[src/rtl/fifo_pkg.sv]
// Shared definitions for the FIFO read-side packer.
// Contents:
//   DefW / DefN : default FIFO word width and words packed per output word
//   state_e     : packer FSM state (StFill while collecting, StOut while presenting)
package fifo_pkg;

   localparam int unsigned DefW = 4;
   localparam int unsigned DefN = 4;

   typedef enum logic {
      StFill,
      StOut
   } state_e;

endpackage

[src/rtl/fifo_rd_packer_if.sv]
// Bus bundle between the packer, its upstream FIFO read port and the downstream consumer.
// Optional feature macro: FIFO_PACK_FLUSH_EN (adds flush and out_cnt).
// Signals:
//   fifo_empty : upstream FIFO empty flag
//   fifo_re    : FIFO read strobe (packer drives)
//   fifo_rd    : FIFO read data, valid one cycle after fifo_re
//   out_data   : packed word, first FIFO word in the LSBs
//   out_valid  : out_data valid
//   out_ready  : downstream accepts out_data when out_valid && out_ready
//   flush      : request to emit a partial word              (FIFO_PACK_FLUSH_EN)
//   out_cnt    : number of valid FIFO words held in out_data (FIFO_PACK_FLUSH_EN)
// Modports: master = packer side, slave = surrounding FIFO/consumer side.
interface fifo_rd_packer_if
   import fifo_pkg::*;
#(
   parameter int unsigned W = DefW,
   parameter int unsigned N = DefN
);

   logic             fifo_empty;
   logic             fifo_re;
   logic [W-1:0]     fifo_rd;
   logic [N*W-1:0]   out_data;
   logic             out_valid;
   logic             out_ready;

`ifdef FIFO_PACK_FLUSH_EN
   logic                   flush;
   logic [$clog2(N+1)-1:0] out_cnt;

   modport master (
      input  fifo_empty, fifo_rd, out_ready, flush,
      output fifo_re, out_data, out_valid, out_cnt
   );

   modport slave (
      output fifo_empty, fifo_rd, out_ready, flush,
      input  fifo_re, out_data, out_valid, out_cnt
   );
`else
   modport master (
      input  fifo_empty, fifo_rd, out_ready,
      output fifo_re, out_data, out_valid
   );

   modport slave (
      output fifo_empty, fifo_rd, out_ready,
      input  fifo_re, out_data, out_valid
   );
`endif

endinterface

[src/rtl/fifo_rd_packer.sv]
// Reads W-bit words from a FIFO read port and packs N of them into one N*W-bit output word.
// Optional feature macro: FIFO_PACK_FLUSH_EN (flush request emits a partial word; out_cnt
// reports how many slots are valid).
// Ports:
//   clk : sole clock, rising edge
//   rst : synchronous active-high reset
//   bus : fifo_rd_packer_if.master (FIFO read side + packed output handshake)
// W and N must match the parameters of the connected interface instance.
module fifo_rd_packer
   import fifo_pkg::*;
#(
   parameter int unsigned W = DefW,
   parameter int unsigned N = DefN
) (
   input logic               clk,
   input logic               rst,
   fifo_rd_packer_if.master  bus
);

   localparam int unsigned CW = $clog2(N + 1);
   typedef logic [CW-1:0] cnt_t;

   state_e         state_q, state_d;
   cnt_t           cnt_q, cnt_d;
   logic           pend_q;
   logic [N*W-1:0] data_q, data_d;
   logic           valid_q, valid_d;
   logic           hs;
   logic           word_done;
   cnt_t           cnt_base;
   logic           fifo_re;
   logic           flush_q;
   logic           flush_go;

`ifdef FIFO_PACK_FLUSH_EN
   logic flush_d;
   logic flush_drop;
   cnt_t out_cnt_q, out_cnt_d;

   // A flush only acts once no read is in flight, so the partial word is complete.
   assign flush_go   = flush_q && !pend_q && (state_q == StFill) && (cnt_q != '0);
   assign flush_drop = flush_q && !pend_q && (state_q == StFill) && (cnt_q == '0);
`else
   assign flush_q  = 1'b0;
   assign flush_go = 1'b0;
`endif

   assign hs        = valid_q && bus.out_ready;
   assign word_done = (state_q == StFill) && pend_q && (cnt_q == cnt_t'(N - 1));
   // On the handshake the word is gone, so a read landing now or later starts at slot 0.
   assign cnt_base  = hs ? '0 : cnt_q;

   // State register
   always_ff @(posedge clk) begin
      if (rst) begin
         state_q <= StFill;
      end else begin
         state_q <= state_d;
      end
   end

   // Next-state logic
   always_comb begin
      state_d = state_q;
      unique case (state_q)
         StFill:  if (word_done || flush_go) state_d = StOut;
         StOut:   if (hs) state_d = StFill;
         default: state_d = StFill;
      endcase
   end

   // Outputs and datapath next values
   always_comb begin
      // Never request more words than free slots, counting a read still in flight.
      fifo_re = !bus.fifo_empty && !rst && !flush_q &&
                ((32'(cnt_base) + 32'(pend_q)) < N) &&
                ((state_q == StFill) || hs);

      data_d = hs ? '0 : data_q;
      cnt_d  = cnt_base;
      if (pend_q) begin
         for (int unsigned i = 0; i < N; i++) begin
            if (cnt_base == cnt_t'(i)) data_d[i*W +: W] = bus.fifo_rd;
         end
         cnt_d = cnt_base + cnt_t'(1);
      end

      valid_d = valid_q;
      if (hs) valid_d = 1'b0;
      if (word_done || flush_go) valid_d = 1'b1;

`ifdef FIFO_PACK_FLUSH_EN
      out_cnt_d = out_cnt_q;
      if (word_done) out_cnt_d = cnt_t'(N);
      if (flush_go) out_cnt_d = cnt_q;
      flush_d = (flush_q && !(flush_go || flush_drop)) || bus.flush;
`endif
   end

   always_ff @(posedge clk) begin
      if (rst) begin
         cnt_q   <= '0;
         pend_q  <= 1'b0;
         data_q  <= '0;
         valid_q <= 1'b0;
      end else begin
         cnt_q   <= cnt_d;
         pend_q  <= fifo_re;
         data_q  <= data_d;
         valid_q <= valid_d;
      end
   end

`ifdef FIFO_PACK_FLUSH_EN
   always_ff @(posedge clk) begin
      if (rst) begin
         out_cnt_q <= '0;
         flush_q   <= 1'b0;
      end else begin
         out_cnt_q <= out_cnt_d;
         flush_q   <= flush_d;
      end
   end

   assign bus.out_cnt = out_cnt_q;
`endif

   assign bus.fifo_re   = fifo_re;
   assign bus.out_data  = data_q;
   assign bus.out_valid = valid_q;

endmodule
[src/flat_wrapper.sv]
// flat-port wrapper written by rule: the top's interface ports become plain ports
module fifo_rd_packer_flat import fifo_pkg::*;
#(
   parameter int unsigned W = DefW,
   parameter int unsigned N = DefN
)
  (clk, rst, bus_fifo_empty, bus_fifo_rd, bus_out_ready, bus_fifo_re, bus_out_data, bus_out_valid);
  fifo_rd_packer_if #(.W(W), .N(N)) bus_i ();
  input logic clk;
  input logic rst;
  input wire logic [$bits(bus_i.fifo_empty)-1:0] bus_fifo_empty;
  input wire logic [$bits(bus_i.fifo_rd)-1:0] bus_fifo_rd;
  input wire logic [$bits(bus_i.out_ready)-1:0] bus_out_ready;
  output wire logic [$bits(bus_i.fifo_re)-1:0] bus_fifo_re;
  output wire logic [$bits(bus_i.out_data)-1:0] bus_out_data;
  output wire logic [$bits(bus_i.out_valid)-1:0] bus_out_valid;
  assign bus_i.fifo_empty = bus_fifo_empty;
  assign bus_i.fifo_rd = bus_fifo_rd;
  assign bus_i.out_ready = bus_out_ready;
  assign bus_fifo_re = bus_i.fifo_re;
  assign bus_out_data = bus_i.out_data;
  assign bus_out_valid = bus_i.out_valid;
  fifo_rd_packer #(.W(W), .N(N)) u_core (.clk(clk), .rst(rst), .bus(bus_i));
endmodule
[config.mk]
export PLATFORM = sky130hd
export DESIGN_NAME = fifo_rd_packer_flat
export DESIGN_NICKNAME = d
export VERILOG_FILES = /design/src/rtl/fifo_pkg.sv /design/src/rtl/fifo_rd_packer_if.sv /design/src/rtl/fifo_rd_packer.sv /design/src/flat_wrapper.sv
export SDC_FILE = /design/constraint.sdc
export NUM_CORES = 1
export LEC_CHECK = 0
export ABC_AREA = 1
export CORE_MARGIN = 5
export CORE_UTILIZATION = 30
export DETAILED_ROUTE_END_ITERATION = 8
export PLACE_DENSITY_LB_ADDON = 0.05
export SLEW_MARGIN = 15
export SYNTH_ARGS = -nofsm -noshare
export SYNTH_HDL_FRONTEND = slang
export SYNTH_SLANG_ARGS = --single-unit
[constraint.sdc]
create_clock -name clk -period 2.2 [get_ports clk]
set_clock_uncertainty 0.05 [all_clocks]
set_input_delay 0.33 -clock clk [delete_from_list [all_inputs] [get_ports clk]]
set_output_delay 0.33 -clock clk [all_outputs]
set_load 0.01 [all_outputs]
## Word level (Yosys, flattened, before mapping)

Cells that the tools add are included.

| storage, ports and cells | value |
|---|---|
| word-level logic and storage cells | 37 |
| register bits | 22 |
| output and inout port bits | 18 |

| operators by class | value |
|---|---|
| magnitude comparators | 1 |
| bitwise logic cells | 1 |
| add/sub/neg operators | 2 |
| equality and inequality tests | 4 |
| reduce and logical (&&, ||, !) cells | 11 |
| muxes and demuxes | 13 |

Operators by type and width:

| operator | count |
|---|---|
| $lt A32 B3 Y1 const B | 1 |
| $mux W16 | 2 |
| $mux W4 | 4 |
| $eq A3 B2 Y1 const B | 3 |
| $logic_and A1 B1 Y1 | 6 |
| $mux W3 | 2 |
| $add A3 B1 Y4 | 1 |
| $mux W1 | 4 |
| $add A3 B1 Y3 const B | 1 |
| $eq A3 B1 Y1 const B | 1 |
| $logic_not A3 Y1 | 1 |
| $logic_not A1 Y1 | 2 |
| $pmux W1 S2 | 1 |
| $reduce_bool A2 Y1 | 1 |
| $logic_or A1 B1 Y1 | 1 |
| $not A1 Y1 | 1 |

## Logic depth before layout (Yosys ltp)

| logic depth | value |
|---|---|
| word-level depth | 6 |
| gate-level depth with buffers | 10 |
| mapped depth without buffers | 8 |

## Worst setup path after synthesis

No wires, ideal clock.

| timing path | value |
|---|---|
| path type | register -> register |
| start point | reg u_core.valid_q, in the netlist u_core.bus.out_valid |
| end point | reg u_core.data_q[14], in the netlist u_core.bus.out_data[14] |
| slack | 0.449 ns |
| arrival | 1.631 ns |
| required time | 2.080 ns |
| stages on the path, launching flop included | 11 |
| buffers on the path | 2 |
| clock period less this slack | 1.751 ns |
| path through | dfxtp_1 -> nand2_2 -> buf_4 -> buf_6 -> nand2_1 -> inv_1 -> ha_1 -> ha_1 -> nand2_1 -> o21ai_0 -> a21oi_1 |

| on the way | value |
|---|---|
| longest elaborated chain between the ends | 5 |

Ends and longest elaborated chain:

| item | RTL line | RTL |
|---|---|---|
| from (decl) | fifo_rd_packer.sv:27 | `logic valid_q, valid_d;` |
| from (signal assigned) | fifo_rd_packer.sv:110 | `valid_q <= valid_d;` |
| $logic_and A1 B1 Y1 (*) | fifo_rd_packer.sv:48 | `assign hs = valid_q && bus.out_ready;` |
| $mux W3 | fifo_rd_packer.sv:51 | `assign cnt_base = hs ? '0 : cnt_q;` |
| $eq A3 B2 Y1 | fifo_rd_packer.sv:83 | `if (cnt_base == cnt_t'(i)) data_d[i*W +: W] = bus.fifo_rd;` |
| $mux W4 | fifo_rd_packer.sv:83 |  |
| $mux W16 (*) | fifo_rd_packer.sv:81 | `if (pend_q) begin` |
| to (signal assigned) | fifo_rd_packer.sv:109 | `data_q <= data_d;` |
| to (decl) | fifo_rd_packer.sv:26 | `logic [N*W-1:0] data_q, data_d;` |

Every way passes the cells marked *; elsewhere a longest branch is shown, timed or not.
A chain may end at the register's enable or synchronous reset.

## Worst setup path after layout

| timing path | value |
|---|---|
| start point | in bus_out_ready |
| end point | out bus_fifo_re |

| on the way | value |
|---|---|
| longest elaborated chain between the ends | 6 |

Ends and longest elaborated chain:

| item | RTL line | RTL |
|---|---|---|
| from (decl) | flat_wrapper.sv:13 | `input wire logic [$bits(bus_i.out_ready)-1:0] bus_out_ready;` |
| $logic_and A1 B1 Y1 (*) | fifo_rd_packer.sv:48 |  |
| $mux W3 | fifo_rd_packer.sv:51 |  |
| $add A3 B1 Y4 | fifo_rd_packer.sv:76 | `((32'(cnt_base) + 32'(pend_q)) < N) &&` |
| $lt A32 B3 Y1 | fifo_rd_packer.sv:76 |  |
| $logic_and A1 B1 Y1 | fifo_rd_packer.sv:75 | `fifo_re = !bus.fifo_empty && !rst && !flush_q &&` |
| $logic_and A1 B1 Y1 (*) | fifo_rd_packer.sv:76 |  |
| to (decl) | flat_wrapper.sv:14 | `output wire logic [$bits(bus_i.fifo_re)-1:0] bus_fifo_re;` |

Marks and branches as above.

==> impl_metrics.yaml <==
placed_design:
  port_buffers: 25
  place_congestion: 0.7793
  dpl_cell_area_mm2: 0.001329
  hpwl_mm: 1.702
  placedCellCount: 212
sta:
  rsz0062_at_grt: "no"
  finalCritPeriodShare_pct: 91.74
  tns_ns: 0
  worstMarginPinSlew_ns: 0.3057
  slew_violations: 0
  max_freq_mhz: 495.5
  setup_viol: 0
  slew_headroom_pct: 79.56
  holdWs_ns: 0.4199
  fin_crit_ns: 2.018
  hold_violations: 0
finish:
  syn_to_final_growth_pct: 43.06
  drive_above_1_share_pct: 9.884
  layoutNonFillerInstCount: 216
  layout_commonest_cell: "nand2_1"
  fin_area_mm2: 0.001380
  nets: 187
  insertedDiodeCount: 0
  mostFrequentLayoutCells: "49 x nand2_1, 27 x nor2_1, 24 x clkdlybuf4s50_1"
  finish.utilization_pct: 44.84
power_and_ir_drop:
  seqPwrFrac_pct: 49.2
  powerDensity_mw_per_mm2: 627.9
  p_leak_uw: 0.0006514
  switching_share_pct: 23.52
  ir_worst_vdd_v: 0.0002638
  intPower_uw: 662.7
  combPwrFrac_pct: 14.4
  pwr-share-clk_pct: 36.4
  power.net_switching_uw: 203.8
clocking:
  path_clk_slew_ns: 0.12
  cts.sinks: 22
  post-cts-setup-buffer-count: 0
  htreeDepth: 1
  clock_latency_ns: 0.31
  root_buffer: "clkbuf_4"
  cts_buffers: 3
  ctsHoldBuffers: 0
  clock_path_buffers: 2
  cts_tree: "done"
route:
  drt_pass1_iterations: 4
  via_per_inst: 4.190
  detail-route-antenna-nets: 0
  drt_iter0_markers: 47
  route.vias.total: 905
  wl_per_cell_um: 10.61
  wl_mm: 2.291
  drc_errors: 0
grt:
  grt_usage_pct: 11.63
  grt_pass1_wl_mm: 3.981
  top_usage_layer: "met2"
  antenna_found_initial: 0
  grtUsageMet2_pct: 19.68
  grt_max_degree: 19
  grt_pass1_vias: 883
  grt.overflow.total: 0
  grtUsageMet3_pct: 2.361
  grt_util_met1_pct: 14.29
worst_setup_path:
  start_kind: "primary input"
  crit_fanout: 4
  max_stage_delay_ns: 0.49
  r2r_setup_slack_ns: 0.43
  arrival_ns: 1.64
  cp.required_ns: 1.82
  rr_worst_depth: 10
  worstSetupEndpointType: "output port"
  worstReg2RegStart: "u_core.bus.out_valid"
  cp_slowest_cell: "clkdlybuf4s50_1"
  worstSetupPathType: "in2out"
  r2r-end: "u_core.bus.out_data[14]"
  crit_chain: "clkdlybuf4s50_1, nand2_2, nand2_1, inv_1, ha_1, a21oi_1, dlygate4sd2_1"
synth:
  synth_seq_cells: 22
  synth_top_area_share_pct: 45.65
  synth_cell_types: 15
  yosys_warnings: 0
  netlist_instances: 135
  synth_area_um2: 964.7
  synth_area_leader_cell: "dfxtp_1"
  synth_area_leaders: "dfxtp_1 46%, nand2_1 19%, nor2_1 11%"
  avgSynthCellArea_um2: 7.146
  syn_nets: 149
  synth-seq-area-share_pct: 45.65
run:
  max-cap-violations: 0
worst_hold_path:
  min_path_cells: 2
  whs_endpoint: "u_core.bus.out_data[13]"
  hold_path_class: "reg2reg"
  hp-start: "u_core.bus.out_data[13]"
floorplanning:
  io_pins: 26
  dieHeight_um: 66.71
  start_util_pct: 31.34
  die_area_mm2: 0.004450
  std_cell_rows: 20
  die_x_um: 66.71
  design.core.area_mm2: 0.003078
status:
  outcome: "complete, no violations"
-- cell families after synthesis --
logic type / share of synthesized area, %
adder cells (fa/ha/maj): 7.782
buffers and inverters: 5.187
flip-flops: 45.65
AO/OA/AOI/OAI: 7.264
AND/OR/NAND/NOR: 34.11
-- state kept, by name (all words and copies together) (netlist names) --
signal / flops
u_core.state_q: 1
u_core.bus.out_data: 16
u_core.bus.out_valid: 1
u_core.cnt_q: 3
u_core.pend_q: 1
-- through the flow --
stage | setup WS (ns) | power, µW
floorplan | 0.4487 | 493.2
global placement | -0.09394 | 561.2
detailed placement | -0.1009 | 562.1
CTS | 0.1666 | 880.0
global route | 0.05658 | 915.7
finish | 0.1818 | 866.6
-- power groups by stage --
stage                     logic, µW  clock network, µW  registers, µW
after floorplan                54.4                  0            439
after global placement          126                  0            436
after detailed placement        127                  0            435
after CTS                       127                326            427
after global routing            141                345            430
final                           124                315            427
-- routing by layer --
layer	wire length (µm)	vias to the layer above	share of wire [%]
met4	21	0	0.92
met5	0	-	0
met1	1086	386	47
li1	-	495	-
met2	1056	22	46
met3	127	2	5.5
-- critical path: cells and delay by family --
kind	cells	cell delay, ns
fa+ha+maj	1	0.19
compound gates	1	0.12
buf+inv	3	0.83
simple gates	2	0.18
-- cell usage after synthesis --
| cell | count |
|---|---|
| buf_4 | 1 |
| nand4_1 | 1 |
| nand2_2 | 1 |
| nand2_4 | 1 |
| nand3_1 | 4 |
| buf_6 | 1 |
| dfxtp_1 | 22 |
| a21oi_1 | 10 |
| nor2_1 | 27 |
| ha_1 | 6 |
| clkinv_1 | 1 |
| buf_2 | 1 |
| o21ai_0 | 4 |
| inv_1 | 6 |
| nand2_1 | 49 |
-- how the worst max path moves through the flow --
| stage | from | to | slack, ns |
|---|---|---|---|
| 6_report | bus_out_ready | bus_fifo_re | 0.18 |
| 5_1_grt | bus_out_ready | bus_fifo_re | 0.06 |
| 4_1_cts | bus_out_ready | bus_fifo_re | 0.17 |
| 3_5_place_dp | bus_out_ready | bus_fifo_re | -0.10 |
| 3_3_place_gp | bus_out_ready | bus_fifo_re | -0.09 |
| 2_1_floorplan | u_core.bus.out_valid | u_core.bus.out_data[14] | 0.45 |
-- area by class of cell --
cell class                 count  area (µm²)
timing repair buffer          36       331.6
sequential                    22       440.4
inverter                       7       26.28
multi-input combinational    103       474.2
tap                           44       55.05
clock buffer                   3       22.52
fill                         329        1698
clock inverter                 1       30.03
-- repair_timing --
item                                   in CTS  in global routing
setup endpoints to repair                   1                  0
resized for setup                           1                  0
endpoints found under the hold margin       0                  0
(Power assumes the default switching activity.)
